--- config.mk ---
export PLATFORM = sky130hd
export DESIGN_NAME = pid_ctrl_pipe
export DESIGN_NICKNAME = d
export VERILOG_FILES = /design/src/rtl/pid_ctrl_pipe.sv
export SDC_FILE = /design/constraint.sdc
export NUM_CORES = 1
export LEC_CHECK = 0
export BUFFER_PORTS_ARGS = -buffer_cell sky130_fd_sc_hd__buf_4
export CORE_ASPECT_RATIO = 1.1
export CORE_MARGIN = 2
export CORE_UTILIZATION = 35
export DETAILED_ROUTE_END_ITERATION = 8
export GPL_ROUTABILITY_DRIVEN = 0
export MAX_ROUTING_LAYER = met4
export SETUP_SLACK_MARGIN = 0.3
export SLEW_MARGIN = 40
export SYNTH_ARGS = -nofsm -noshare
export SYNTH_HDL_FRONTEND = slang
export SYNTH_SLANG_ARGS = --single-unit
--- constraint.sdc ---
create_clock -name clk -period 4.9 [get_ports clk]
set_input_delay 1.225 -clock clk [delete_from_list [all_inputs] [get_ports clk]]
set_output_delay 1.225 -clock clk [all_outputs]
set_load 0.01 [all_outputs]
--- src/rtl/pid_ctrl_pipe.sv ---
// Three-stage pipelined PID controller: error/derivative/integrator, gain products, sum-shift-saturate.
// Keeps its own previous-error and anti-windup-clamped integrator state; one sample per cycle.
module pid_ctrl_pipe #(
    parameter int DW   = 16,
    parameter int KW   = 8,
    parameter int OW   = 16,
    parameter int FRAC = 0,
    parameter int IMAX = 1000
) (
    input  logic                 clk,
    input  logic                 rstn,
    input  logic                 clr,
    input  logic                 in_valid,
    input  logic signed [DW-1:0] setpoint,
    input  logic signed [DW-1:0] feedback,
    input  logic signed [KW-1:0] kp,
    input  logic signed [KW-1:0] ki,
    input  logic signed [KW-1:0] kd,
    output logic                 out_valid,
    output logic signed [OW-1:0] ctrl_out,
    output logic                 out_sat
);

    localparam int PW = DW + KW;
    localparam int SW = DW + KW + 3;

    localparam logic signed [DW:0]   IMAX_POS = (DW+1)'(IMAX);
    localparam logic signed [DW:0]   IMAX_NEG = -IMAX_POS;
    localparam logic signed [DW-1:0] E_MAX    = {1'b0, {(DW-1){1'b1}}};
    localparam logic signed [DW-1:0] E_MIN    = {1'b1, {(DW-1){1'b0}}};
    localparam logic signed [OW-1:0] O_MAX    = {1'b0, {(OW-1){1'b1}}};
    localparam logic signed [OW-1:0] O_MIN    = {1'b1, {(OW-1){1'b0}}};

    // Controller state
    logic signed [DW-1:0] integ_q, integ_d;
    logic signed [DW-1:0] e_prev_q, e_prev_d;
    logic                 first_q, first_d;

    // Stage 1 registers
    logic                 v1_q, v1_d;
    logic signed [DW-1:0] e1_q, e1_d;
    logic signed [DW:0]   de1_q, de1_d;
    logic signed [DW-1:0] integ1_q, integ1_d;

    // Stage 2 registers
    logic                 v2_q, v2_d;
    logic signed [PW-1:0] p2_q, p2_d;
    logic signed [PW-1:0] i2_q, i2_d;
    logic signed [PW:0]   d2_q, d2_d;

    // Stage 3 / output registers
    logic                 out_valid_q, out_valid_d;
    logic signed [OW-1:0] ctrl_out_q, ctrl_out_d;
    logic                 out_sat_q, out_sat_d;

    // Combinational datapath
    logic signed [DW:0]   diff_c;
    logic signed [DW-1:0] e_c;
    logic signed [DW:0]   de_c;
    logic signed [DW:0]   isum_c;
    logic signed [DW-1:0] iclamp_c;
    logic signed [PW-1:0] p_c;
    logic signed [PW-1:0] i_c;
    logic signed [PW:0]   d_c;
    logic signed [SW-1:0] sum_c;
    logic signed [SW-1:0] shift_c;
    logic                 clip_c;
    logic signed [OW-1:0] ctrl_c;

    // The difference is one bit wider than the inputs so it can be clipped rather than wrapped.
    always_comb begin
        diff_c = (DW+1)'(setpoint) - (DW+1)'(feedback);
        e_c    = diff_c[DW-1:0];
        if (diff_c[DW] != diff_c[DW-1]) begin
            e_c = diff_c[DW] ? E_MIN : E_MAX;
        end

        de_c = first_q ? '0 : ((DW+1)'(e_c) - (DW+1)'(e_prev_q));

        isum_c   = (DW+1)'(integ_q) + (DW+1)'(e_c);
        iclamp_c = isum_c[DW-1:0];
        if (isum_c > IMAX_POS) begin
            iclamp_c = IMAX_POS[DW-1:0];
        end else if (isum_c < IMAX_NEG) begin
            iclamp_c = IMAX_NEG[DW-1:0];
        end
    end

    always_comb begin
        p_c = PW'(kp) * PW'(e1_q);
        i_c = PW'(ki) * PW'(integ1_q);
        d_c = (PW+1)'(kd) * (PW+1)'(de1_q);
    end

    // Clipping is detected by the bits above the output sign not all matching it.
    always_comb begin
        sum_c   = SW'(p2_q) + SW'(i2_q) + SW'(d2_q);
        shift_c = sum_c >>> FRAC;
        clip_c  = (shift_c[SW-1:OW-1] != {(SW-OW+1){shift_c[SW-1]}});
        ctrl_c  = shift_c[OW-1:0];
        if (clip_c) begin
            ctrl_c = shift_c[SW-1] ? O_MIN : O_MAX;
        end
    end

    always_comb begin
        integ_d     = integ_q;
        e_prev_d    = e_prev_q;
        first_d     = first_q;
        e1_d        = e1_q;
        de1_d       = de1_q;
        integ1_d    = integ1_q;
        p2_d        = p2_q;
        i2_d        = i2_q;
        d2_d        = d2_q;
        ctrl_out_d  = ctrl_out_q;
        out_sat_d   = out_sat_q;

        v1_d        = in_valid && !clr;
        v2_d        = v1_q && !clr;
        out_valid_d = v2_q && !clr;

        // Clear wins over a sample arriving in the same cycle.
        if (clr) begin
            integ_d  = '0;
            e_prev_d = '0;
            first_d  = 1'b1;
        end else if (in_valid) begin
            integ_d  = iclamp_c;
            e_prev_d = e_c;
            first_d  = 1'b0;
            e1_d     = e_c;
            de1_d    = de_c;
            integ1_d = iclamp_c;
        end

        if (v2_d) begin
            p2_d = p_c;
            i2_d = i_c;
            d2_d = d_c;
        end

        if (out_valid_d) begin
            ctrl_out_d = ctrl_c;
            out_sat_d  = clip_c;
        end
    end

    always_ff @(posedge clk or negedge rstn) begin
        if (!rstn) begin
            integ_q     <= '0;
            e_prev_q    <= '0;
            first_q     <= 1'b1;
            v1_q        <= 1'b0;
            e1_q        <= '0;
            de1_q       <= '0;
            integ1_q    <= '0;
            v2_q        <= 1'b0;
            p2_q        <= '0;
            i2_q        <= '0;
            d2_q        <= '0;
            out_valid_q <= 1'b0;
            ctrl_out_q  <= '0;
            out_sat_q   <= 1'b0;
        end else begin
            integ_q     <= integ_d;
            e_prev_q    <= e_prev_d;
            first_q     <= first_d;
            v1_q        <= v1_d;
            e1_q        <= e1_d;
            de1_q       <= de1_d;
            integ1_q    <= integ1_d;
            v2_q        <= v2_d;
            p2_q        <= p2_d;
            i2_q        <= i2_d;
            d2_q        <= d2_d;
            out_valid_q <= out_valid_d;
            ctrl_out_q  <= ctrl_out_d;
            out_sat_q   <= out_sat_d;
        end
    end

    assign out_valid = out_valid_q;
    assign ctrl_out  = ctrl_out_q;
    assign out_sat   = out_sat_q;

endmodule
==> results of run 1 <==
## flip-flops by register name, summed over array words and instances, names as in the netlist
name       flops
out_valid      1
out_sat        1
i2_q          24
de1_q         17
ctrl_out      16
integ_q       16
e1_q          16
d2_q          25
e_prev_q      16
integ1_q      16
v1_q           1
p2_q          24
v2_q           1
first_q        1
## cells by family after synthesis
kind of cell	count (synthesis)	synth area share
AO/OA/AOI/OAI	440	0.126
flip-flops	175	0.180
buffers and inverters	516	0.0805
AND/OR/NAND/NOR	854	0.180
XOR/XNOR	115	0.0413
multiplexers	3	0.00149
adder cells (fa/ha/maj)	557	0.391
## per-stage QoR
stage | setup TNS (ns) | hold WS, ns | instance area (um2) | cells
floorplan | -44.79 | 0.446 | 25400 | 2660
global placement | -75.76 | 0.462 | 30000 | 4042
detailed placement | -83.88 | 0.467 | 30000 | 4042
CTS | -28.98 | 0.487 | 31800 | 4121
global route | -45.40 | 0.498 | 32600 | 4144
finish | -32.36 | 0.485 | 32600 | 4145
## final cells by class
| class | count | area (um2) |
|---|---|---|
| fillers | 6548 | 36400 |
| multi-input cells | 1969 | 19800 |
| repair buffers | 593 | 4900 |
| flip-flops and latches | 175 | 4380 |
| inverters | 447 | 1690 |
| well taps | 927 | 1160 |
| clock buffers | 17 | 425 |
| clock inverters | 15 | 166 |
| diodes | 2 | 5.00 |
## Yosys cell counts, types with 12 or more instances
library cell,n
nand2_1,297
a211oi_1,17
clkbuf_1,59
or2_2,14
nor3_1,26
ha_1,209
nor2b_1,18
xnor2_1,73
a31oi_1,16
or3_1,12
o21bai_1,14
nor2_1,98
fa_1,344
a21o_1,54
o21a_1,18
a21oi_1,83
inv_1,447
xor2_1,42
nand2b_1,68
and2_1,249
nand3_1,23
dfrtp_1,174
o21ai_0,113
o31ai_1,20
## cell usage in the layout (no fill, tap or decap), types with 11 or more instances in the layout
cell type / synthesis / layout
nand3_1: 23 / 23
o21ai_1: 3 / 34
o21a_1: 18 / 17
nor2b_1: 18 / 11
dfrtp_1: 174 / 174
a21o_1: 54 / 54
ha_4: 0 / 30
inv_2: 0 / 32
xor2_1: 42 / 36
a21oi_2: 2 / 30
buf_4: 1 / 525
a21oi_1: 83 / 47
o21bai_1: 14 / 11
o21ai_0: 113 / 55
buf_6: 3 / 48
ha_1: 209 / 175
or3_1: 12 / 11
fa_1: 344 / 328
nand2b_1: 68 / 61
xnor2_1: 73 / 63
clkbuf_16: 0 / 18
and2_1: 249 / 216
fa_2: 0 / 16
nor2_2: 0 / 12
and2_4: 0 / 33
nor2_1: 98 / 82
nor3_1: 26 / 20
inv_1: 447 / 413
buf_12: 0 / 11
nand2_1: 297 / 284
o31ai_1: 20 / 13
o21ai_2: 3 / 26
## worst max-delay path: cells and delay by family
kind | cells | cell delay (ns)
fa+ha+maj | 3 | 0.72
simple gates | 2 | 0.48
buf+inv | 5 | 0.38
compound gates | 16 | 3.32
## how the worst max path moves through the flow
stage	from	cells after the start	slack (ns)	to
2_1_floorplan	setpoint[0]	27	-1.24	integ1_q[2]
3_3_place_gp	setpoint[0]	26	-1.50	integ_q[7]
3_5_place_dp	setpoint[0]	26	-1.66	integ_q[8]
4_1_cts	setpoint[0]	26	-0.86	integ_q[7]
5_1_grt	setpoint[0]	26	-1.09	integ_q[8]
6_report	setpoint[0]	26	-0.88	integ_q[8]
## repair_timing
item / 4_1_cts / 5_1_grt
cloned: 3 / 1
resized for setup: 200 / 124
endpoints found under the setup margin: 78 / 83
setup buffers: 44 / 20
endpoints found under the hold margin: 0 / 0
pin swaps: 129 / 79
## layer usage
metal	track usage	vias to the layer above	wire, um
li1	-	9642	-
met1	0.242	9623	30000
met2	0.336	232	32900
met3	0.0278	59	1820
met4	0.0495	0	1320
met5	-	-	0
==> run_results.csv, run 1 <==
group,metric,value,unit
status,status,"finished, violations left",
status,violations,"negative setup slack",
setup_path,reg2reg_from,"integ1_q[6]",
detailed_routing,vias,19556,
setup_path,path_max_fanout,5,
setup_path,regToRegSetupSlack,-0.25,ns
sta,tightest_slew,0.751,ns
setup_path,critPathMaxStageDelay,0.37,ns
logic_synthesis,synth_flop_cell,"dfrtp_1",
clock_tree,cts_sinks,175,
sta,min_period,5.78,ns
setup_path,arrival,6.16,ns
logic_synthesis,syn_area_per_cell,9.17,um2
die,die_x,256,um
sta,rsz0062_at_grt,"yes",
detailed_routing,via_per_inst,4.72,
detailed_routing,drc_errors,0,
worst_hold_path,hold_path_class,"flip-flop to flip-flop",
sta,fin_ws,-0.883,ns
job,cap_violations,0,
global_routing,grt_pass1_wl,108000,um
sta,relSlewSlack,0.499,
setup_path,critPathRequiredTime,5.28,ns
sta,slew_violations,0,
clock_tree,cts_buffers,17,
detailed_routing,wl_per_cell,15.9,um
clock_tree,postCtsHoldBufs,0,
detailed_routing,wirelength,66100,um
clock_tree,path_clk_slew,0.08,ns
setup_path,reg2reg_to,"i2_q[20]",
die,coreArea,0.0690,mm2
cells_and_area,syn2layout_area_growth,33.4,%
logic_synthesis,yosysTopAreaCellShare,0.282,
logic_synthesis,async_flop_share,1.00,
detailed_routing,drt_iter0_drc,838,
logic_synthesis,ys_ff_latch,175,
clock_tree,ctsLongestPathBuffers,2,
sta,finalHoldViolCount,0,
logic_synthesis,ys_types,89,
detailed_routing,firstDrtPassIters,5,
die,ios,78,
cells_and_area,nNetsFinal,3816,
sta,finalCritPeriodShare,1.18,
sta,fmax,173,MHz
worst_hold_path,worstHoldEndpoint,"e_prev_q[9]",
logic_synthesis,synth_cells,2660,
logic_synthesis,yosysWarningCount,0,
setup_path,crit_type,"primary input to flip-flop",
die,initial_core_util,0.354,
global_routing,overflow,0,
die,row_count,101,
setup_path,slowest_stage,"a2111oi_4",
setup_path,end_kind,"flip-flop",
worst_hold_path,hp-start,"e_prev_q[9]",
global_routing,grt_max_degree,85,
global_routing,antenna_found_initial,1,
clock_tree,root_buffer,"clkbuf_16",
logic_synthesis,synth_edf_count,0,
setup_path,reg2reg_depth,20,
cells_and_area,drive_above_1_share,0.303,
die,die_y,281,um
logic_synthesis,synth_top_area_cell,"fa_1",
sta,setup_violations,66,
worst_hold_path,hold-path-cell-count,2,
detailed_routing,ant_nets,0,
setup_path,startpoint_type,"primary input",
logic_synthesis,syn-cell-area,0.0244,mm2
die,dieArea,0.0718,mm2
placement,numPortBuffers,77,
placement,pre_cts_slack,-1.66,ns
logic_synthesis,yosysSeqAreaShare,0.180,
clock_tree,clk_latency,0.50,ns
clock_tree,cts_tree,"yes",
placement,hpwlAfterDp,54100,um
global_routing,first_global_vias,20506,
logic_synthesis,syn_nets,3273,
cells_and_area,fin_util,0.472,
global_routing,track_usage,0.195,
sta,fin_worst_skew,0.0196,ns
clock_tree,cts.htree.levels,4,
logic_synthesis,synthTopCellsByArea,"fa_1 (28%), dfrtp_1 (18%), ha_1 (11%), inv_1 (6.9%), and2_1 (6.4%)",
Power of run 1 is left out: the tool's default activity adds up to more than one toggle a clock period on the data nets, which glitch-free logic cannot reach.
==> run 2: changes to the inputs <==
--- a/config.mk
+++ b/config.mk
@@ -6,7 +6,7 @@
 export NUM_CORES = 1
 export LEC_CHECK = 0
 export BUFFER_PORTS_ARGS = -buffer_cell sky130_fd_sc_hd__buf_4
-export CORE_ASPECT_RATIO = 1.1
+export CORE_ASPECT_RATIO = 2
 export CORE_MARGIN = 2
 export CORE_UTILIZATION = 35
 export DETAILED_ROUTE_END_ITERATION = 8
==> constraint.sdc (replaced) <==
create_clock -name clk -period 5.5 [get_ports clk]
set_input_delay 1.375 -clock clk [delete_from_list [all_inputs] [get_ports clk]]
set_output_delay 1.375 -clock clk [all_outputs]
set_load 0.01 [all_outputs]
==> run 2 against run 1 <==
Compared with the run above:
- the run still ends with negative setup slack left
- first-iteration DRC count down 18%
- wire length down 3.8%
- setup slack better by 0.34 ns
- critical path depth up 1
- count of clock-buffer cells in the layout up 4
- register-to-register slack better by 0.56 ns
- die area up 0.17%
- critical endpoint is now integ_q[4]
==> run_results.csv, run 2 (synthesis results as in run 1) <==
group,metric,value,unit
detailed_routing,via_per_inst,4.83,
detailed_routing,wirelength,63600,um
sta,fin_worst_skew,0.0128,ns
cells_and_area,nNetsFinal,3694,
cells_and_area,antenna_cells,0,
die,ios,78,
die,coreArea,0.0694,mm2
cells_and_area,multi_input_area,0.0197,mm2
sta,setup_violations,46,
global_routing,met2_usage,0.326,
setup_path,path_max_fanout,6,
cells_and_area,reg_top3,"d2_q x25, i2_q x24, p2_q x24",
cells_and_area,regArea,0.00438,mm2
sta,fmax,165,MHz
placement,numPortBuffers,77,
cells_and_area,final_cell_mix,"inv_1 (418), buf_4 (393), fa_1 (326), nand2_1 (282), and2_1 (216)",
clock_tree,cts.htree.levels,4,
job,cap_violations,0,
setup_path,end_kind,"flip-flop",
setup_path,slowest_stage,"or3_4",
cells_and_area,fill_cells,6621,
cells_and_area,largest-register,"d2_q",
cells_and_area,drive_above_1_share,0.269,
worst_hold_path,hold-path-cell-count,1,
setup_path,startpoint_type,"primary input",
global_routing,first_global_vias,20947,
clock_tree,cts_sinks,175,
setup_path,path_buf_inv,5,
placement,hpwlAfterDp,51800,um
die,row_count,137,
worst_hold_path,hp-start,"e_prev_q[10]",
detailed_routing,wl_per_cell,15.9,um
die,dieArea,0.0720,mm2
global_routing,grtUsageMet1,0.234,
setup_path,arrival,6.40,ns
detailed_routing,ant_nets,0,
detailed_routing,drc_errors,0,
setup_path,reg2reg_from,"integ1_q[6]",
cells_and_area,largest_register_ffs,25,
sta,final.setup.tns,-13.67,ns
clock_tree,clk_latency,0.47,ns
setup_path,reg2reg_depth,18,
clock_tree,cts_buffers,17,
sta,slew_violations,0,
global_routing,busiest_layer,"met2",
worst_hold_path,worstHoldEndpoint,"e_prev_q[10]",
clock_tree,cts_tree,"yes",
setup_path,crit_type,"primary input to flip-flop",
setup_path,critPathRequiredTime,5.85,ns
global_routing,antenna_found_initial,0,
sta,min_period,6.04,ns
detailed_routing,drt_iter0_drc,689,
sta,finalHoldViolCount,0,
global_routing,overflow,0,
global_routing,grt_max_degree,117,
global_routing,grt_pass1_wl,106000,um
cells_and_area,mostFrequentLayoutCell,"inv_1",
setup_path,reg2reg_to,"i2_q[23]",
detailed_routing,vias,19303,
sta,finalCritPeriodShare,1.10,
worst_hold_path,hold_path_class,"flip-flop to flip-flop",
sta,tightest_slew,0.696,ns
status,violations,"negative setup slack",
setup_path,critPathMaxStageDelay,0.42,ns
sta,relSlewSlack,0.536,
global_routing,globalRouteMet3Util,0.0180,
clock_tree,root_buffer,"clkbuf_16",
setup_path,crit_family,"compound AO/OA/AOI/OAI gates",
die,die_x,191,um
setup_path,regToRegSetupSlack,0.31,ns
status,status,"finished, violations left",
die,initial_core_util,0.351,
sta,fin_ws,-0.543,ns
die,die_y,377,um
global_routing,track_usage,0.189,
clock_tree,ctsLongestPathBuffers,2,
cells_and_area,syn2layout_area_growth,29.1,%
clock_tree,path_clk_slew,0.07,ns
detailed_routing,firstDrtPassIters,5,
sta,rsz0062_at_grt,"yes",
## run 2: changes by cell type in the layout (fill, tap and decap cells not counted), sizes merged
cell,delta
diode,-2
buf,-122
clkinv,-5
clkbuf,+4
bufinv,+1
## run 2: cell type report
type                            instances  area share
Multi-Input combinational cell       1969       0.625
Sequential cell                       175       0.139
Timing Repair Buffer                  471       0.128
Inverter                              447      0.0537
Tap cell                              903      0.0359
Clock buffer                           21      0.0149
Clock inverter                         11     0.00374
## run 2: through the flow
stage	hold WS [ns]	cells	worst slack [ns]	util	area (um2)
floorplan	0.446	2660	-0.787	-	25200
global placement	0.465	3888	-1.19	0.416	28900
detailed placement	0.470	3888	-1.38	0.416	28900
CTS	0.493	3971	-0.615	0.441	30600
global route	0.506	3997	-0.826	0.454	31500
finish	0.485	3997	-0.543	0.454	31500
## run 2: worst max path at each step
stage                     start           to  slack (ns)  cells after the start
CTS                 setpoint[0]   integ_q[7]       -0.62                     26
global route        setpoint[0]  integ1_q[8]       -0.83                     27
finish              setpoint[0]   integ_q[4]       -0.54                     27
floorplan           setpoint[0]  integ1_q[2]       -0.79                     27
global placement    setpoint[0]  integ1_q[2]       -1.19                     28
detailed placement  setpoint[0]  integ1_q[1]       -1.38                     26
## run 2: timing repair
item                                   in CTS  in global routing
hold buffers                                0                  0
pin swaps                                 162                126
resized for setup                         175                156
setup endpoints to repair                  67                 74
setup buffers                              49                 24
endpoints found under the hold margin       0                  0
gates cloned                                2                  2
## run 2: metal layers
| layer | part of all wire | up-vias |
|---|---|---|
| li1 | - | 9389 |
| met1 | 0.44 | 9534 |
| met2 | 0.51 | 287 |
| met3 | 0.027 | 93 |
| met4 | 0.027 | 0 |
| met5 | 0 | - |
Power of run 2 is left out for the same reason.
